===== config.mk =====
export PLATFORM = sky130hd
export DESIGN_NAME = reg_pipe_elastic
export DESIGN_NICKNAME = d
export VERILOG_FILES = /design/src/rtl/reg_pipe_elastic_pkg.sv /design/src/rtl/reg_pipe_elastic_skid.sv /design/src/rtl/reg_pipe_elastic.sv
export SDC_FILE = /design/constraint.sdc
export NUM_CORES = 1
export LEC_CHECK = 0
export ABC_AREA = 0
export CAP_MARGIN = 30
export CORE_AREA = 2 2 125 127
export CTS_BUF_LIST = sky130_fd_sc_hd__clkbuf_16
export CTS_CLUSTER_DIAMETER = 150
export DETAILED_ROUTE_END_ITERATION = 7
export DIE_AREA = 0 0 127 129
export PLACE_DENSITY = 0.51
export SLEW_MARGIN = 20
export SYNTH_ARGS = -nofsm -noshare
export SYNTH_HDL_FRONTEND = slang
export SYNTH_HIERARCHICAL = 1
export SYNTH_SLANG_ARGS = --single-unit

===== constraint.sdc =====
create_clock -name clk -period 5.4 [get_ports clk]
set_input_delay 1.08 -clock clk [delete_from_list [all_inputs] [get_ports clk]]
set_output_delay 1.08 -clock clk [all_outputs]
set_load 0.05 [all_outputs]

===== src/rtl/reg_pipe_elastic_pkg.sv =====
`default_nettype none
// ============================================================================
//  Module   : reg_pipe_elastic_pkg
//  Purpose  : Shared constants and types for the elastic pipeline register.
//             C_N is the default datapath width used across the datapath
//             blocks. stage_state_e encodes the per-stage occupancy FSM.
//  Revision : 1.0 - initial release
// ============================================================================
package reg_pipe_elastic_pkg;

  // Default datapath width shared by keyboard/ALU/display paths.
  localparam int unsigned C_N = 16;

  // Per-stage occupancy: EMPTY = no word, BUSY = main holds a word,
  // FULL = main and skid both hold a word.
  typedef enum logic [1:0] {
    EMPTY = 2'b00,
    BUSY  = 2'b01,
    FULL  = 2'b10
  } stage_state_e;

endpackage : reg_pipe_elastic_pkg
`default_nettype wire


===== src/rtl/reg_pipe_elastic_skid.sv =====
`default_nettype none
// ============================================================================
//  Module   : reg_skid_stage
//  Purpose  : One registered pipeline stage with a skid buffer. Holds up to
//             two words (main + skid) so that a stall seen at out_ready
//             never needs to propagate combinationally to in_ready.
//  Ports    : clk, reset (async, active-high), flush (sync clear)
//             in_valid / in_ready / in_data   - upstream handshake
//             out_valid / out_ready / out_data - downstream handshake
//  Revision : 1.0 - initial release
// ============================================================================
module reg_skid_stage
  import reg_pipe_elastic_pkg::*;
#(
  parameter int unsigned      WIDTH     = C_N,
  parameter logic [WIDTH-1:0] RESET_VAL = '0
) (
  input  logic             clk,
  input  logic             reset,
  input  logic             flush,
  input  logic             in_valid,
  output logic             in_ready,
  input  logic [WIDTH-1:0] in_data,
  output logic             out_valid,
  input  logic             out_ready,
  output logic [WIDTH-1:0] out_data
);

  stage_state_e     state_q, state_d;
  logic [WIDTH-1:0] main_q,  main_d;
  logic [WIDTH-1:0] skid_q,  skid_d;
  logic             in_fire;
  logic             out_fire;

  // Both handshake outputs come straight from flops: no ready combinational
  // path through the stage, which is what lets stages chain without timing
  // paths growing with DEPTH.
  assign in_ready  = (state_q != FULL);
  assign out_valid = (state_q != EMPTY);
  assign out_data  = main_q;

  assign in_fire  = in_valid & in_ready;
  assign out_fire = out_valid & out_ready;

  always_comb begin
    state_d = state_q;
    main_d  = main_q;
    skid_d  = skid_q;
    if (flush) begin
      state_d = EMPTY;
      main_d  = RESET_VAL;
      skid_d  = RESET_VAL;
    end else begin
      unique case (state_q)
        EMPTY: begin
          if (in_fire) begin
            main_d  = in_data;
            state_d = BUSY;
          end
        end
        BUSY: begin
          if (in_fire && out_fire) begin
            main_d = in_data;
          end else if (in_fire) begin
            // Downstream stalled: park the new word behind the current one.
            skid_d  = in_data;
            state_d = FULL;
          end else if (out_fire) begin
            state_d = EMPTY;
          end
        end
        FULL: begin
          // in_ready is low here, so only the drain side can move.
          if (out_fire) begin
            main_d  = skid_q;
            state_d = BUSY;
          end
        end
        default: begin
          state_d = EMPTY;
        end
      endcase
    end
  end

  always_ff @(posedge clk or posedge reset) begin
    if (reset) begin
      state_q <= EMPTY;
      main_q  <= RESET_VAL;
      skid_q  <= RESET_VAL;
    end else begin
      state_q <= state_d;
      main_q  <= main_d;
      skid_q  <= skid_d;
    end
  end

endmodule : reg_skid_stage
`default_nettype wire


===== src/rtl/reg_pipe_elastic.sv =====
`default_nettype none
// ============================================================================
//  Module   : reg_pipe_elastic
//  Purpose  : DEPTH-stage elastic pipeline register with valid/ready on both
//             sides, synchronous flush and an occupancy counter. Each stage
//             is a reg_skid_stage, giving 2*DEPTH words of storage and full
//             throughput under back-pressure.
//  Ports    : clk, reset (async, active-high), flush (sync clear)
//             in_valid / in_ready / in_data    - upstream handshake
//             out_valid / out_ready / out_data - downstream handshake
//             count                            - words currently held
//  Revision : 1.0 - initial release
// ============================================================================
module reg_pipe_elastic
  import reg_pipe_elastic_pkg::*;
#(
  parameter int unsigned      WIDTH     = C_N,
  parameter int unsigned      DEPTH     = 2,
  parameter logic [WIDTH-1:0] RESET_VAL = '0
) (
  input  logic                           clk,
  input  logic                           reset,
  input  logic                           flush,
  input  logic                           in_valid,
  output logic                           in_ready,
  input  logic [WIDTH-1:0]               in_data,
  output logic                           out_valid,
  input  logic                           out_ready,
  output logic [WIDTH-1:0]               out_data,
  output logic [$clog2(2*DEPTH+1)-1:0]   count
);

  localparam int unsigned CNT_W = $clog2(2*DEPTH+1);

  // Handshake links: index k is the input side of stage k; index DEPTH is
  // the pipeline output.
  logic [DEPTH:0]   link_valid;
  logic [DEPTH:0]   link_ready;
  logic [WIDTH-1:0] link_data [DEPTH+1];

  logic             top_in_fire;
  logic             top_out_fire;
  logic [CNT_W-1:0] count_q, count_d;

  assign link_valid[0] = in_valid;
  assign link_data[0]  = in_data;
  // Stage 0 may internally latch a word during flush, but flush also clears
  // it at the same edge; masking here keeps the upstream from seeing a fire.
  assign in_ready      = link_ready[0] & ~flush;

  assign out_valid         = link_valid[DEPTH];
  assign out_data          = link_data[DEPTH];
  assign link_ready[DEPTH] = out_ready;

  generate
    for (genvar k = 0; k < DEPTH; k++) begin : g_stage
      reg_skid_stage #(
        .WIDTH     (WIDTH),
        .RESET_VAL (RESET_VAL)
      ) u_stage (
        .clk       (clk),
        .reset     (reset),
        .flush     (flush),
        .in_valid  (link_valid[k]),
        .in_ready  (link_ready[k]),
        .in_data   (link_data[k]),
        .out_valid (link_valid[k+1]),
        .out_ready (link_ready[k+1]),
        .out_data  (link_data[k+1])
      );
    end
  endgenerate

  assign top_in_fire  = in_valid & in_ready;
  assign top_out_fire = out_valid & out_ready;

  always_comb begin
    count_d = count_q;
    if (flush) begin
      count_d = '0;
    end else begin
      unique case ({top_in_fire, top_out_fire})
        2'b10:   count_d = count_q + CNT_W'(1);
        2'b01:   count_d = count_q - CNT_W'(1);
        default: count_d = count_q;
      endcase
    end
  end

  always_ff @(posedge clk or posedge reset) begin
    if (reset) begin
      count_q <= '0;
    end else begin
      count_q <= count_d;
    end
  end

  assign count = count_q;

endmodule : reg_pipe_elastic
`default_nettype wire


==> results of run 1 <==
-- worst max-delay path, cell delays in order (launching register included) --
cell and delay [ns]:
dfrtp_1 0.79, nor2b_2 0.08, buf_4 0.25, inv_2 0.10, nor2b_1 0.16, clkdlybuf4s50_1 0.82
-- cell usage after synthesis, types with 3 or more instances --
cell type	n	area, um^2
mux2i_1	33	330.3
o2111ai_1	32	280.3
nand3b_1	5	37.54
buf_4	4	30.03
nand2_1	67	251.5
inv_1	3	11.26
dfrtp_1	71	1777
nor2b_1	4	25.02
a21oi_1	36	180.2
o31ai_1	12	90.09
buf_2	6	30.03
clkbuf_1	20	75.07
nor2_1	4	15.01
o31ai_2	20	250.2
-- final cells by class --
cell class | count | area (um^2)
clock buffer | 9 | 225.2
inverter | 7 | 26.28
clock inverter | 5 | 18.77
fill | 1548 | 10490
sequential | 71 | 1777
multi-input combinational | 240 | 1742
tap | 188 | 235.2
timing repair buffer | 48 | 465.4
-- registers in the layout, summed over array words and instances, names as in the netlist --
register,count
count,3
g_stage.u_stage/out_data,32
g_stage.u_stage/skid_q,32
g_stage.u_stage/state_q,4
-- cells in the final DEF (no fill, tap or decap), types with 2 or more instances in the layout --
| cell type | synthesis | final |
|---|---|---|
| dfrtp_1 | 71 | 71 |
| nand2_1 | 67 | 67 |
| clkdlybuf4s50_1 | 0 | 40 |
| a21oi_1 | 36 | 36 |
| mux2i_1 | 33 | 33 |
| o2111ai_1 | 32 | 32 |
| o31ai_2 | 20 | 20 |
| o31ai_1 | 12 | 12 |
| clkbuf_16 | 0 | 9 |
| clkinv_1 | 2 | 6 |
| buf_4 | 4 | 6 |
| nand3b_1 | 5 | 5 |
| nor2_1 | 4 | 4 |
| inv_1 | 3 | 4 |
| nand2b_1 | 2 | 2 |
| nor2b_1 | 4 | 2 |
| mux2i_2 | 2 | 2 |
| o211a_4 | 2 | 2 |
| nor2b_2 | 0 | 2 |
| or3b_1 | 2 | 2 |
| o21a_1 | 2 | 2 |
| nor4bb_2 | 0 | 2 |
| nand4bb_1 | 2 | 2 |
| or2_2 | 2 | 2 |
| inv_2 | 2 | 2 |
| a211oi_1 | 2 | 2 |
-- through the flow --
stage / area (um^2) / hold WS [ns] / std cells / utilization, % / setup WS [ns]
floorplan: 3685 / 0.5010 / 350 / - / 2.291
global placement: 4230 / 0.5088 / 553 / 28.25 / 2.099
detailed placement: 4245 / 0.5153 / 554 / 28.35 / 2.012
CTS: 4489 / 0.5226 / 568 / 29.97 / 1.763
global route: 4489 / 0.5389 / 568 / 29.97 / 1.648
finish: 4489 / 0.5183 / 568 / 29.97 / 1.797
-- logic make-up (layout without fill, tap and decap cells) --
| logic type | after synthesis | in the layout |
|---|---|---|
| XOR/XNOR | 1 | 1 |
| buffers and inverters | 39 | 69 |
| flip-flops | 71 | 71 |
| adder cells (fa/ha/maj) | 1 | 1 |
| multiplexers | 36 | 36 |
| AO/OA/AOI/OAI | 107 | 107 |
| AND/OR/NAND/NOR | 95 | 95 |
-- power by group through the flow --
stage / logic (W) / clock network (W) / registers (W)
floorplan: 0.000101 / 0 / 0.000624
global placement: 0.000202 / 0 / 0.000593
detailed placement: 0.000205 / 0 / 0.000594
CTS: 0.000205 / 0.000511 / 0.000585
global route: 0.000218 / 0.000532 / 0.000589
finish: 0.000202 / 0.000495 / 0.000585
-- worst max-delay path by stage --
stage / to / slack, ns / from
global route: in_ready / 1.65 / g_stage[0].u_stage/state_q[0]
floorplan: count[2] / 2.29 / flush
detailed placement: g_stage[0].u_stage/out_data[13] / 2.01 / flush
global placement: g_stage[0].u_stage/out_data[15] / 2.10 / flush
finish: in_ready / 1.80 / g_stage[0].u_stage/state_q[0]
CTS: in_ready / 1.76 / g_stage[0].u_stage/state_q[0]
-- routing by layer --
metal  global-route usage (%)  vias up  routed length, um
li1                         -     1347                  -
met1                    15.16     1322               4271
met2                    14.36       49               3551
met3                    3.119        5                317
met4                    3.297        0                 67
met5                        0        -                  0
==> qor.yml, run 1 <==
start_util_pct: 24.60
drive_above_1_share_pct: 13.42
postCtsHoldBufs: 0
synth_cells: 350
hold_violations: 0
rsz0062_at_grt: "false"
synthMuxAreaShare_pct: 10.02
grt_max_degree: 76
p_per_area_nw_per_um2: 285.6
clk_pin_slew_ns: 0.05
synth_cell_types: 35
diodes: 0
synth_compound_area_share_pct: 23.63
io_pins: 42
grt_pass1_vias: 2527
maxCapViolCount: 0
reg2reg_slack_ns: 2.43
required_ns: 4.32
postCtsResizedCells: 0
p_total_w: 0.001282
synth_seq_cells: 71
syn_area_um2: 3685
reg2reg_to: "g_stage[0].u_stage/out_data[11]"
hold_start: "g_stage[1].u_stage/skid_q[9]"
syn_avg_cell_area_um2: 10.53
cts_sinks: 71
firstDrtPassIters: 4
place.gp.congestion: 0.7572
internal_power_w: 0.0009260
clk_latency_ns: 0.33
worstMarginPinSlew_ns: 0.9151
area_delta_synth_final_pct: 21.83
num_rows: 45
seq_area_frac_synth_pct: 48.22
wirelength_mm: 8.208
synth_top_family_by_area: "compound AO/OA/AOI/OAI gates"
synth_xor_area_share_pct: 0.2377
ir_drop_v: 0.0001276
finalSetupViolCount: 0
route.detailed.drc: 0
dieArea_um2: 16380
yosys.area_share.simple_pct: 12.36
rr_worst_depth: 6
fin_crit_ns: 3.603
r2r-start: "g_stage[1].u_stage/state_q[0]"
cts_tree: "yes"
synthArstFlopShare_pct: 100.0
route.vias.total: 2723
dp_hpwl_mm: 5.639
cts-buffers-inserted: 9
cellLeakagePower_nw: 1.658
seq_power_share_pct: 45.6
slew_violations: 0
cts_buffer_depth: 2
clkPwrFrac_pct: 38.6
grt_pass1_wl_mm: 13.50
comb_power_share_pct: 15.8
antenna_found_initial: 0
core-area_um2: 14980
vias_per_cell: 4.794
synthAdderAreaFrac_pct: 0.5433
swShare_pct: 27.77
yosys_warnings: 6
holdPathEnd: "g_stage[1].u_stage/skid_q[9]"
htreeDepth: 3
avgRoutedWirePerCell_um: 14.45
finalSetupTns_ns: 0
io_buffers: 41
fmax_ghz: 0.2776
clock-root-buffer: "clkbuf_16"
holdPathStages: 2
fin_worst_skew_ns: 0.004573
status: "finished, final reports clean"
end_kind: "output pin"
crit_type: "flop to output pin"
crit_fanout: 24
fin_nets: 399
crit_arrival_ns: 2.52
ant_nets: 0
hold_path_class: "flop to flop"
relSlewSlack_pct: 37.79
post-cts-setup-buffers: 0
synth_nets: 372
overflow: 0
finalCritPeriodShare_pct: 66.72
grt_use_total_pct: 10.29
die_x_um: 127
initialDrtViolationCount: 218
p_switching_w: 0.0003561
dieHeight_um: 129
synth_edf_count: 0
worstSetupStartpointType: "flop"
ys.flop_type: "dfrtp_1"
(Power assumes the default switching activity.)
==> inputs of run 2 (changes only) <==
Settings changed: PLACE_DENSITY 0.51 to 0.53.
Clock period 5.4 ns to 3.2 ns, I/O delays scaled along.
==> qor.yml, run 2 (synthesis results as in run 1) <==
fin_crit_ns: 2.445
comb_power_share_pct: 15.6  # -0.2 points
cts_buffer_depth: 2  # unchanged
seq_power_share_pct: 41.6  # -4.0 points
rr_worst_depth: 6  # unchanged
most-common-layout-cells: "dfrtp_1, nand2_1, clkdlybuf4s50_1"
p_per_area_nw_per_um2: 507.9  # +78%
crit_fanout: 8  # -67%
cts_tree: "yes"
num_rows: 45  # unchanged
fmax_ghz: 0.4090
placed_cell_area_um2: 4310  # +1.5%
status: "finished, final reports clean"
postCtsResizedCells: 0  # unchanged
required_ns: 2.56  # -1.76 ns
reg2reg_to: "count[2]"
finalCritPeriodShare_pct: 76.41
rsz0062_at_grt: "false"
end_kind: "output pin"
route.vias.total: 2793  # +2.6%
cts_sinks: 71  # unchanged
postCtsHoldBufs: 0  # unchanged
wirelength_mm: 8.658  # +5.5%
reg2reg_slack_ns: 1.03  # -1.40 ns
hold_violations: 0  # unchanged
io_buffers: 41  # unchanged
postLayoutCoreUtil_pct: 30.78  # +0.80 points
crit_type: "flop to output pin"
clkPwrFrac_pct: 42.8  # +4.2 points
holdPathEnd: "g_stage[1].u_stage/skid_q[14]"
drive_above_1_share_pct: 17.35  # +3.9 points
crit_chain: "or2_2, clkdlybuf4s50_1"
grt_max_degree: 50  # -34%
dp_hpwl_mm: 5.776  # +2.4%
worstSetupStartpointType: "flop"
die_x_um: 127  # unchanged
fin_nets: 409  # +2.5%
avgRoutedWirePerCell_um: 14.93  # +3.3%
place.gp.congestion: 0.6837  # -9.7%
fin_worst_skew_ns: 0.006838  # +0.002264 ns
r2r-start: "g_stage[1].u_stage/state_q[1]"
ir_drop_v: 0.0002182  # +71%
clk_pin_slew_ns: 0.06  # about the same
relSlewSlack_pct: 51.23  # +13 points
post-cts-setup-buffers: 0  # unchanged
finalSetupViolCount: 0  # unchanged
firstDrtPassIters: 4  # unchanged
vias_per_cell: 4.816  # +0.45%
diodes: 0  # unchanged
worstMarginPinSlew_ns: 0.7274  # -0.1877 ns
final_cells: 580  # +2.1%
max_stage_delay_ns: 0.70  # -0.12 ns
slew_violations: 0  # unchanged
antenna_found_initial: 0  # unchanged
htreeDepth: 3  # unchanged
overflow: 0  # unchanged
area_delta_synth_final_pct: 25.09
fin_area_um2: 4609  # +2.7%
place_inst: 564  # +1.8%
internal_power_w: 0.001673  # +81%
hold_start: "g_stage[1].u_stage/skid_q[14]"
cellLeakagePower_nw: 1.721  # +3.8%
dieArea_um2: 16380  # unchanged
p_switching_w: 0.0006679  # +88%
layout_commonest_cell: "dfrtp_1"
clock-root-buffer: "clkbuf_16"
clk_latency_ns: 0.33  # about the same
holdPathStages: 2  # unchanged
crit_arrival_ns: 1.81  # -0.71 ns
start_util_pct: 24.60  # unchanged
io_pins: 42  # unchanged
cts-buffers-inserted: 9  # unchanged
cp_slowest_cell: "clkdlybuf4s50_1"
maxCapViolCount: 0  # unchanged
initialDrtViolationCount: 242  # +11%
grt_pass1_wl_mm: 14.47  # +7.2%
finalSetupTns_ns: 0  # unchanged
cp-startpoint: "g_stage[1].u_stage/state_q[1]"
grt_pass1_vias: 2783  # +10%
swShare_pct: 28.53  # +0.75 points
route.detailed.drc: 0  # unchanged
grt_use_total_pct: 11.04  # +0.75 points
core-area_um2: 14980  # unchanged
hold_path_class: "flop to flop"
dieHeight_um: 129  # unchanged
ant_nets: 0  # unchanged
[run 2: changes by cell type in the layout (fill, tap and decap cells not counted), sizes merged]
cell	change
inv	+1
clkdlybuf4s50	-1
clkinv	-3
bufinv	+1
buf	+11
clkinvlp	+3
[run 2: worst max-delay path: cells and delay by family (launching register included)]
kind                   cells  cell delay [ns]
buffers and inverters      1             0.70
DFF                        1             0.46
and+or+nand+nor            1             0.32
[run 2: stage by stage]
stage / hold slack, ns / setup WS (ns) / power, W
final: 0.5207 / 0.7549 / 0.002341
after global routing: 0.5378 / 0.6951 / 0.002456
after CTS: 0.5234 / 0.7321 / 0.002371
after detailed placement: 0.5153 / 0.5371 / 0.001360
after global placement: 0.5089 / 0.5749 / 0.001356
after floorplan: 0.3936 / 0.1667 / 0.001224
[run 2: metal layers]
layer	global-route usage, %	wire [um]	vias to the layer above
li1	-	-	1375
met1	16.05	4556	1367
met2	16.22	3725	43
met3	2.495	272	8
met4	3.685	103	0
met5	0	0	-
[run 2: how the worst max path moves through the flow]
stage,end,cells after the start
final,out_valid,2
after detailed placement,count[2],6
after floorplan,count[2],9
after global routing,out_valid,2
after global placement,count[2],6
after CTS,out_valid,2
[run 2: layout make-up]
class / count / area [um^2]
clock inverter: 7 / 73.82
multi-input combinational: 240 / 1742
timing repair buffer: 58 / 530.5
inverter: 7 / 26.28
clock buffer: 9 / 225.2
tap: 188 / 235.2
sequential: 71 / 1777
fill: 1564 / 10370
[run 2: power by group through the flow]
stage | clock (W) | sequential [W] | combinational, W
floorplan | 0 | 0.00105 | 0.000171
global placement | 0 | 0.000987 | 0.000368
detailed placement | 0 | 0.000989 | 0.000370
CTS | 0.00103 | 0.000973 | 0.000370
global route | 0.00108 | 0.000979 | 0.000396
finish | 0.00100 | 0.000974 | 0.000366
==> inputs of run 3 (changes only) <==
Clock period 3.2 ns to 2.2 ns, I/O delays scaled along.
==> qor.yml, run 3 (synthesis results as in run 1) <==
cp_slowest_cell: "clkdlybuf4s50_1"
clock-root-buffer: "clkbuf_16"
relSlewSlack_pct: 60.82  # +9.6 points
route.vias.total: 2765  # -1.0%
fmax_ghz: 0.4908
post-cts-setup-buffers: 0  # unchanged
grt_util_met1_pct: 16.07  # about the same
maxCapViolCount: 0  # unchanged
top_usage_layer: "met1"
required_ns: 1.76  # -0.80 ns
cellLeakagePower_nw: 1.783  # +3.6%
pre_cts_ws_ns: 0.1065  # -0.4306 ns
hold_path_class: "input pin to async pin"
htreeDepth: 3  # unchanged
finalCritPeriodShare_pct: 92.62
grt_pass1_vias: 2715  # -2.4%
max_stage_delay_ns: 0.84  # +0.14 ns
clk_latency_ns: 0.33  # about the same
vias_per_cell: 4.718  # -2.0%
fin_nets: 415  # +1.5%
crit_chain: "clkdlybuf4s50_1"
avgRoutedWirePerCell_um: 14.72  # -1.4%
drive_above_1_share_pct: 19.60  # +2.3 points
p_per_area_nw_per_um2: 750.7  # +48%
crit_fanout: 4  # -4
layout_setup_ws_ns: 0.1623  # -0.5926 ns
diodes: 0  # unchanged
grt_pass1_wl_mm: 14.31  # -1.1%
holdWs_ns: 0.3452  # -0.1755 ns
wirelength_mm: 8.625  # -0.38%
antenna_found_initial: 0  # unchanged
cts_sinks: 71  # unchanged
use_met3_pct: 3.534  # +1.0 points
ant_nets: 0  # unchanged
cp_num_buf_inv: 1  # unchanged
overflow: 0  # unchanged
slew_violations: 0  # unchanged
worstMarginPinSlew_ns: 0.5877  # -0.1397 ns
cts_tree: "yes"
place.gp.congestion: 0.6824  # -0.19%
most-common-layout-cells: "dfrtp_1, nand2_1, clkdlybuf4s50_1"
status: "finished, final reports clean"
num_rows: 45  # unchanged
firstDrtPassIters: 4  # unchanged
core-area_um2: 14980  # unchanged
worstSetupStartpointType: "flop"
initialDrtViolationCount: 223  # -7.9%
postCtsResizedCells: 0  # unchanged
finalSetupViolCount: 0  # unchanged
placed_cell_area_um2: 4397  # +2.0%
cts_buffer_depth: 2  # unchanged
postCtsHoldBufs: 0  # unchanged
crit_type: "flop to output pin"
die_x_um: 127  # unchanged
area_delta_synth_final_pct: 28.05
fin_worst_skew_ns: 0.006751  # -0.00008618 ns
p_total_w: 0.003542  # +51%
io_buffers: 41  # unchanged
layout_commonest_cell: "dfrtp_1"
end_kind: "output pin"
ir_drop_v: 0.0003412  # +56%
crit_arrival_ns: 1.60  # -0.21 ns
dp_hpwl_mm: 5.770  # about the same
cts-buffers-inserted: 9  # unchanged
fin_area_um2: 4718  # +2.4%
critPathTopFamily: "buffers and inverters"
dieArea_um2: 16380  # unchanged
start_util_pct: 24.60  # unchanged
hold_violations: 0  # unchanged
place_inst: 570  # +1.1%
clk_pin_slew_ns: 0.06  # about the same
route.detailed.drc: 0  # unchanged
grt_max_degree: 51  # +2.0%
rsz0062_at_grt: "false"
grt_use_met2_pct: 15.09  # -1.1 points
grt_use_total_pct: 10.96  # -0.083 points
fin_crit_ns: 2.038
final_cells: 586  # +1.0%
dieHeight_um: 129  # unchanged
io_pins: 42  # unchanged
==> run 3: report_power, final <==
| part | switching (W) | internal, W | leakage, nW |
|---|---|---|---|
| Clock | 0.000577 | 0.000996 | 0.154 |
| Sequential | 0.0000498 | 0.00137 | 0.964 |
| Combinational | 0.000349 | 0.000204 | 0.665 |
==> run 3: layer usage <==
layer | up-vias | share of wire (%)
li1 | 1378 | -
met1 | 1331 | 53
met2 | 47 | 42
met3 | 9 | 4.3
met4 | 0 | 1.4
met5 | - | 0
==> run 3: worst paths after layout <==
path / slack [ns] / endpoint / cells after the start / start
setup / recovery: 0.16 / count[0] / 1 / count[0]
hold reg to reg: 0.52 / g_stage[0].u_stage/skid_q[15] / 2 / g_stage[0].u_stage/skid_q[15]
min in group clk: 0.52 / g_stage[0].u_stage/skid_q[15] / 2 / g_stage[0].u_stage/skid_q[15]
setup reg to reg: 0.30 / count[2] / 7 / g_stage[0].u_stage/state_q[1]
max in group asynchronous: 1.30 / g_stage[0].u_stage/out_data[12] / 3 / reset
hold / removal: 0.35 / count[0] / 2 / reset
==> run 3: area by class of cell <==
type / count / area (um^2)
Fill cell: 1564 / 10260
Sequential cell: 71 / 1777
Multi-Input combinational cell: 240 / 1758
Timing Repair Buffer: 64 / 598.1
Tap cell: 188 / 235.2
Clock buffer: 9 / 225.2
Clock inverter: 7 / 96.34
Inverter: 7 / 28.78
==> run 3: metrics by stage <==
stage | util [%] | setup TNS, ns
2_1_floorplan | - | -0.2079
3_3_place_gp | 29.36 | 0
3_5_place_dp | 29.36 | 0
4_1_cts | 31.50 | 0
5_1_grt | 31.50 | 0
6_report | 31.50 | 0
